**config.mk**
```make
export PLATFORM = sky130hd
export DESIGN_NAME = fetch_unit
export DESIGN_NICKNAME = d
export VERILOG_FILES = /design/src/rtl/fetch_unit.sv
export SDC_FILE = /design/constraint.sdc
export NUM_CORES = 1
export LEC_CHECK = 0
export ABC_AREA = 1
export CAP_MARGIN = 20
export CORE_AREA = 2 2 164 166
export DETAILED_ROUTE_END_ITERATION = 7
export DIE_AREA = 0 0 166 168
export PLACE_DENSITY = 0.59
export SYNTH_ARGS = -nofsm -noshare
export SYNTH_HDL_FRONTEND = slang
export SYNTH_SLANG_ARGS = --single-unit
```
**constraint.sdc**
```tcl
create_clock -name clk -period 1.8 [get_ports clk]
set_input_delay 0.36 -clock clk [delete_from_list [all_inputs] [get_ports clk]]
set_output_delay 0.36 -clock clk [all_outputs]
set_load 0.01 [all_outputs]
```
**src/rtl/fetch_unit.sv**
```systemverilog
// Instruction fetch stage: owns the PC, issues one read at a time, fills the IF/ID
// register, absorbs decode back-pressure with a one-entry skid buffer and applies redirects.
module fetch_unit #(
    parameter logic [31:0] RESET_PC = 32'h0000_0000,
    parameter logic [31:0] NOP_INST = 32'h0000_0013
) (
    input  logic        clk,
    input  logic        rst_n,
    output logic        imem_req,
    output logic [31:0] imem_addr,
    input  logic        imem_rvalid,
    input  logic [31:0] imem_rdata,
    input  logic        stall,
    input  logic        redirect,
    input  logic [31:0] redirect_pc,
    output logic [31:0] inst,
    output logic [31:0] inst_pc,
    output logic        inst_valid,
    output logic        misalign_err
);

    localparam logic [1:0] ST_ISSUE = 2'd0;
    localparam logic [1:0] ST_WAIT  = 2'd1;
    localparam logic [1:0] ST_SKID  = 2'd2;
    localparam logic [1:0] ST_DROP  = 2'd3;

    function automatic logic [31:0] word_align(input logic [31:0] addr);
        return {addr[31:2], 2'b00};
    endfunction

    logic [1:0]  state_r;
    logic [1:0]  state_s;
    logic [31:0] pc_r;
    logic [31:0] pc_s;
    logic [31:0] skid_inst_r;
    logic [31:0] skid_inst_s;
    logic [31:0] skid_pc_r;
    logic [31:0] skid_pc_s;
    logic [31:0] inst_s;
    logic [31:0] inst_pc_s;
    logic        inst_valid_s;
    logic        misalign_s;
    logic        consume_s;

    // Request is decoded straight from the state so the first fetch leaves right after reset.
    assign imem_req  = (state_r == ST_ISSUE);
    assign imem_addr = word_align(pc_r);

    // Next-state and IF/ID/skid update logic; a redirect overrides every other action.
    always_comb begin
        state_s      = state_r;
        pc_s         = pc_r;
        skid_inst_s  = skid_inst_r;
        skid_pc_s    = skid_pc_r;
        inst_s       = inst;
        inst_pc_s    = inst_pc;
        inst_valid_s = inst_valid;
        consume_s    = inst_valid && !stall;
        misalign_s   = redirect && (redirect_pc[1:0] != 2'b00);

        if (redirect) begin
            pc_s         = word_align(redirect_pc);
            inst_valid_s = 1'b0;
            inst_s       = NOP_INST;
            // A response still in flight after this edge must be swallowed in DROP.
            case (state_r)
                ST_ISSUE: state_s = ST_DROP;
                ST_WAIT,
                ST_DROP:  state_s = imem_rvalid ? ST_ISSUE : ST_DROP;
                default:  state_s = ST_ISSUE;
            endcase
        end else begin
            if (consume_s) begin
                inst_valid_s = 1'b0;
            end else begin
                inst_valid_s = inst_valid;
            end

            case (state_r)
                ST_ISSUE: begin
                    state_s = ST_WAIT;
                end
                ST_WAIT: begin
                    if (imem_rvalid) begin
                        pc_s = pc_r + 32'd4;
                        if (!inst_valid || !stall) begin
                            inst_s       = imem_rdata;
                            inst_pc_s    = pc_r;
                            inst_valid_s = 1'b1;
                            state_s      = ST_ISSUE;
                        end else begin
                            skid_inst_s = imem_rdata;
                            skid_pc_s   = pc_r;
                            state_s     = ST_SKID;
                        end
                    end else begin
                        state_s = ST_WAIT;
                    end
                end
                ST_SKID: begin
                    if (!stall) begin
                        inst_s       = skid_inst_r;
                        inst_pc_s    = skid_pc_r;
                        inst_valid_s = 1'b1;
                        state_s      = ST_ISSUE;
                    end else begin
                        state_s = ST_SKID;
                    end
                end
                ST_DROP: begin
                    if (imem_rvalid) begin
                        state_s = ST_ISSUE;
                    end else begin
                        state_s = ST_DROP;
                    end
                end
                default: begin
                    state_s = ST_ISSUE;
                end
            endcase
        end
    end

    // State, PC, skid buffer and registered outputs.
    always_ff @(posedge clk or negedge rst_n) begin
        if (!rst_n) begin
            state_r      <= ST_ISSUE;
            pc_r         <= RESET_PC;
            skid_inst_r  <= 32'h0000_0000;
            skid_pc_r    <= 32'h0000_0000;
            inst         <= NOP_INST;
            inst_pc      <= 32'h0000_0000;
            inst_valid   <= 1'b0;
            misalign_err <= 1'b0;
        end else begin
            state_r      <= state_s;
            pc_r         <= pc_s;
            skid_inst_r  <= skid_inst_s;
            skid_pc_r    <= skid_pc_s;
            inst         <= inst_s;
            inst_pc      <= inst_pc_s;
            inst_valid   <= inst_valid_s;
            misalign_err <= misalign_s;
        end
    end

endmodule
```
* Word level (Yosys, flattened, before mapping)
Cells that the tools add are included.
Widths: inputs -> output; s select.
** Word-level totals
- Bits in registers :: 164
- Logic and storage cells :: 61
- Output and inout bits :: 99
** Operators by class
- Reductions and logical operators :: 16
- $add $sub $neg :: 1
- Bitwise operators :: 2
- Equal/unequal tests :: 9
- Multiplexer cells :: 25
** Operators with widths (number)
- $mux 32 :: 10
- $pmux 32 s2 :: 2
- $add 32x3->32 const B :: 1
- $mux 2 :: 5
- $ne 3x3->1 const B :: 3
- $pmux 2 s4 :: 1
- $reduce_and 4->1 :: 2
- $reduce_bool 2->1 :: 4
- $ne 2x2->1 const B :: 3
- $mux 1 :: 5
- $reduce_and 5->1 :: 1
- $eq 2x2->1 const B :: 2
- $pmux 2 s2 :: 1
- $reduce_bool 3->1 :: 1
- $eq 2x1->1 const B :: 1
- $logic_and 1x1->1 :: 2
- $logic_not 1->1 :: 2
- $logic_not 2->1 :: 1
- $not 1->1 :: 2
- $pmux 1 s2 :: 1
- $reduce_and 2->1 :: 1
- $reduce_or 2->1 :: 1
- $logic_or 1x1->1 :: 1

* Longest topological paths before layout
- Depth in word-level cells :: 7
- Gate-level depth with buffers :: 11

* Least setup slack after synthesis
Ideal clock, no wire load.
- Path kind :: register to register
- Start point :: reg state_r[1]
- End point :: reg skid_inst_r[10]
- Library setup time :: 130 ps
- Required time :: 1670 ps
- Cell stages (with the launch flop) :: 10
- Data arrival time :: 1508 ps
- Path slack :: 162 ps
- Clock period less this slack :: 1638 ps
- Cell sequence :: dfrtp_1 > inv_1 > ha_1 > nand2_1 > inv_1 > nand4_2 > buf_2 > buf_2 > nand2_1 > o21ai_0
** On the way
- Longest elaborated chain between the ends :: 2
** RTL lines
- from (decl) :: RTL line 31 : logic [1:0] state_r;
- from (signal assigned) :: RTL line 136 : state_r <= state_s;
- $eq 2x1->1 :: RTL line 79 : case (state_r)
- $reduce_and 4->1 (no source line)
- to (signal assigned) :: RTL line 138 : skid_inst_r <= skid_inst_s;
- to (decl) :: RTL line 35 : logic [31:0] skid_inst_r;
No other way between the ends.
A chain may end at the register's enable or synchronous reset.

* Worst setup path in the final report
- Start point :: reg pc_r[15]
- End point :: out imem_addr[15]
** RTL lines
- from (decl) :: RTL line 33 : logic [31:0] pc_r;
- from (signal assigned) :: RTL line 137 : pc_r <= pc_s;
- to (decl) :: RTL line 10 : output logic [31:0] imem_addr,
No word-level cell between the ends.

==> results.yml <==
synth:
  ys_dominant_reg_cell: "sky130_fd_sc_hd__dfrtp_1"
  average_instance_area_after_synthesis_sq_um: 7.86
  synth_warnings: 0
  synthArstFlopShare: 1.00
  post_synth_main_area_contributors: "sky130_fd_sc_hd__dfrtp_1, sky130_fd_sc_hd__nand2_1, sky130_fd_sc_hd__o21ai_0, sky130_fd_sc_hd__nor2_1, sky130_fd_sc_hd__inv_1"
  synth.top_cell.area_share: 0.504
  combined_area_of_all_synthesized_cells_sq_um: 7690
  synth-edff-count: 0
  synth_most_common_cell: "sky130_fd_sc_hd__nand2_1"
  synth.distinct_cells: 32
  synth_largest_area_cell: "sky130_fd_sc_hd__dfrtp_1"
  synth_seq_cells: 158
  synth.top_cells.by_count: "sky130_fd_sc_hd__nand2_1, sky130_fd_sc_hd__dfrtp_1, sky130_fd_sc_hd__o21ai_0"
  syn-instance-count: 979
  synth-seq-area-share: 0.515
sta:
  hold-worst-slack_ns: 0.355
  setup_violations: 0
  fin_skew_ns: 0.00919
  report.final.hold_viol_count: 0
  max_freq_mhz: 569
  timing.final.crit_share: 0.977
  worst_slack_ns: 0.0414
  drv_slew: 0
  finalSetupTns_ns: 0
  finalCriticalPeriod_ns: 1.76
worst_setup_path:
  critical_path_class: "register to output pin"
  end_kind: "output pin"
  critical_path.top_delay_family: "buffers and inverters"
  cp_slowest_cell: "sky130_fd_sc_hd__clkdlybuf4s50_1"
  timing.rr.start: "state_r[0]"
  worst_setup_path_startpoint: "pc_r[15]"
  critPathMaxStageDelay_ns: 0.57
  worstRegToRegCells: 8
  timing.critical_path.fanout_max: 2
  required_arrival_time_at_the_worst_endpoint_ns: 1.44
  crit_cells: 1
  critical_path.startpoint_type: "register"
  cp_cell_sequence: "clkdlybuf4s50_1"
  cp_data_arrival_time_ns: 1.40
  buffers_plus_inverters_on_the_worst_setup_path: 1
power:
  power.net_switching_mw: 6.04
  seqPwrFrac: 0.352
  peak_supply_drop_mv: 0.749
  clockPowerShare: 0.229
  combPwrFrac: 0.418
  netSwitchingFraction: 0.363
  power_density_nw_per_um2: 1540
  int_pwr_mw: 10.6
  total_chip_power_mw: 16.6
  power.static_leakage_nw: 4.98
grt:
  congestion_overflow_gr: 0
  via_count_of_the_first_global_routing_pass: 6779
  met2_usage: 0.257
  grt_busiest_layer: "met2"
  antenna_found_initial: 3
  grt_util_all_layers: 0.163
  grt.met1_usage: 0.220
  grt_util_met3: 0.0374
  grt_pass1_wl_um: 36300
  grt_start_max_net_pins: 60
cells_and_area:
  final_nets: 1241
  area_growth_pct: 40.4
  final_layout_size_suffix_gt1_frac: 0.105
cts:
  numClockSinks: 158
  cts.reportedPaths.clkPinSlew_ns: 0.07
  cts_bufs_inserted: 17
  cts_max_path_buffers: 2
  worst_skew_pair.late_latency_ns: 0.43
  cts_root_buffer: "sky130_fd_sc_hd__clkbuf_16"
  clock_tree.htree_level_count: 4
  cts_tree: "done"
floorplanning:
  core_sq_um: 26400
  die_h_um: 168
  fp.dieW_um: 166
  die_area_sq_um: 27900
  ios: 168
  initial_core_util: 0.292
  rows: 60
placed_design:
  gpl.final_weighted_congestion: 0.812
  post-dp-hpwl_um: 15900
  place.port_buffers: 163
  post-place-ws_ns: -0.0766
routing:
  routed_wl_um: 23100
  drtPass1Iterations: 5
  viasPerCell: 4.67
  final_routed_wire_length_divided_by_cell_count_um: 15.2
  drt_iter0_markers: 383
  route.antenna.remaining_nets: 0
  overall_via_count_from_detail_route: 7107
  detail_route.drc_violations: 0
min_path:
  hold_path_class: "input pin to async pin"
status:
  result_of_the_run: "finished clean"
flow_run:
  cap_violations: 0
## metrics by stage
step                      utilization  instances  area, sq um
after floorplan                     -        982         7700
after global placement          0.378       1475         9960
after detailed placement        0.378       1475         9960
after CTS                       0.402       1512        10600
after global routing            0.410       1520        10800
final                           0.410       1521        10800
## final cells by class
| cell class | count | area (sq um) |
|---|---|---|
| well taps | 341 | 427 |
| fillers | 2692 | 15600 |
| clock inverters | 13 | 163 |
| repair buffers | 220 | 2260 |
| clock buffers | 19 | 453 |
| flip-flops and latches | 158 | 3970 |
| multi-input cells | 672 | 3150 |
| diodes | 1 | 2.50 |
| inverters | 97 | 367 |
## registers in the layout, indices dropped and copies added, names as in the netlist
signal and cells:
inst 32, inst_pc 30, inst_valid 1, misalign_err 1, pc_r 30, skid_inst_r 32
skid_pc_r 30, state_r 2
## power groups by stage
stage | clock network [mW] | logic, mW | registers [mW]
2_1_floorplan | 0 | 3.13 | 6.12
3_3_place_gp | 0 | 6.54 | 5.92
3_5_place_dp | 0 | 6.65 | 5.92
4_1_cts | 3.91 | 6.65 | 5.87
5_1_grt | 4.08 | 7.76 | 6.05
6_report | 3.82 | 6.96 | 5.86
## logic make-up after synthesis
group | Yosys count | synth area share
AO/OA/AOI/OAI | 230 | 0.161
XOR/XNOR | 6 | 0.00683
adder cells (fa/ha/maj) | 6 | 0.00976
buffers and inverters | 152 | 0.0856
flip-flops | 158 | 0.515
other | 1 | 0.000488
AND/OR/NAND/NOR | 426 | 0.222
## cells in the final DEF, fill, tap and decap left out, types with 4 or more instances in the layout
master,instances
sky130_fd_sc_hd__a21oi_1,45
sky130_fd_sc_hd__buf_12,13
sky130_fd_sc_hd__buf_4,41
sky130_fd_sc_hd__clkbuf_16,20
sky130_fd_sc_hd__clkdlybuf4s50_1,140
sky130_fd_sc_hd__conb_1,4
sky130_fd_sc_hd__dfrtp_1,143
sky130_fd_sc_hd__dfrtp_2,12
sky130_fd_sc_hd__dlygate4sd2_1,15
sky130_fd_sc_hd__dlymetal6s2s_1,5
sky130_fd_sc_hd__inv_1,92
sky130_fd_sc_hd__nand2_1,240
sky130_fd_sc_hd__nand3_1,57
sky130_fd_sc_hd__nor2_1,112
sky130_fd_sc_hd__nor2_2,6
sky130_fd_sc_hd__nor3_1,4
sky130_fd_sc_hd__o211ai_1,10
sky130_fd_sc_hd__o21ai_0,145
sky130_fd_sc_hd__o21ai_1,5
sky130_fd_sc_hd__o21bai_1,4
sky130_fd_sc_hd__o31ai_1,15
sky130_fd_sc_hd__xor2_1,6
## metal layers
metal	part of all wire	vias up
met5	0.0012	-
met3	0.056	28
met4	0.022	4
li1	-	3537
met2	0.45	198
met1	0.47	3340
## final timing paths
check	slack, ns	to
worst max-delay path	0.04	imem_addr[15]
worst min register to register	0.48	skid_inst_r[12]
worst min-delay path	0.36	skid_pc_r[12]
worst max register to register	0.08	inst_pc[19]
max in group asynchronous	0.78	inst[4]
min in group clk	0.43	pc_r[21]
## what timing repair did
action | in CTS | in global routing
endpoints found under the setup margin | 25 | 144
cloned | 0 | 3
setup buffers | 4 | 5
hold buffers | 1 | 0
resized for setup | 27 | 30
hold endpoints to repair | 19 | 0
(Power assumes the default switching activity.)
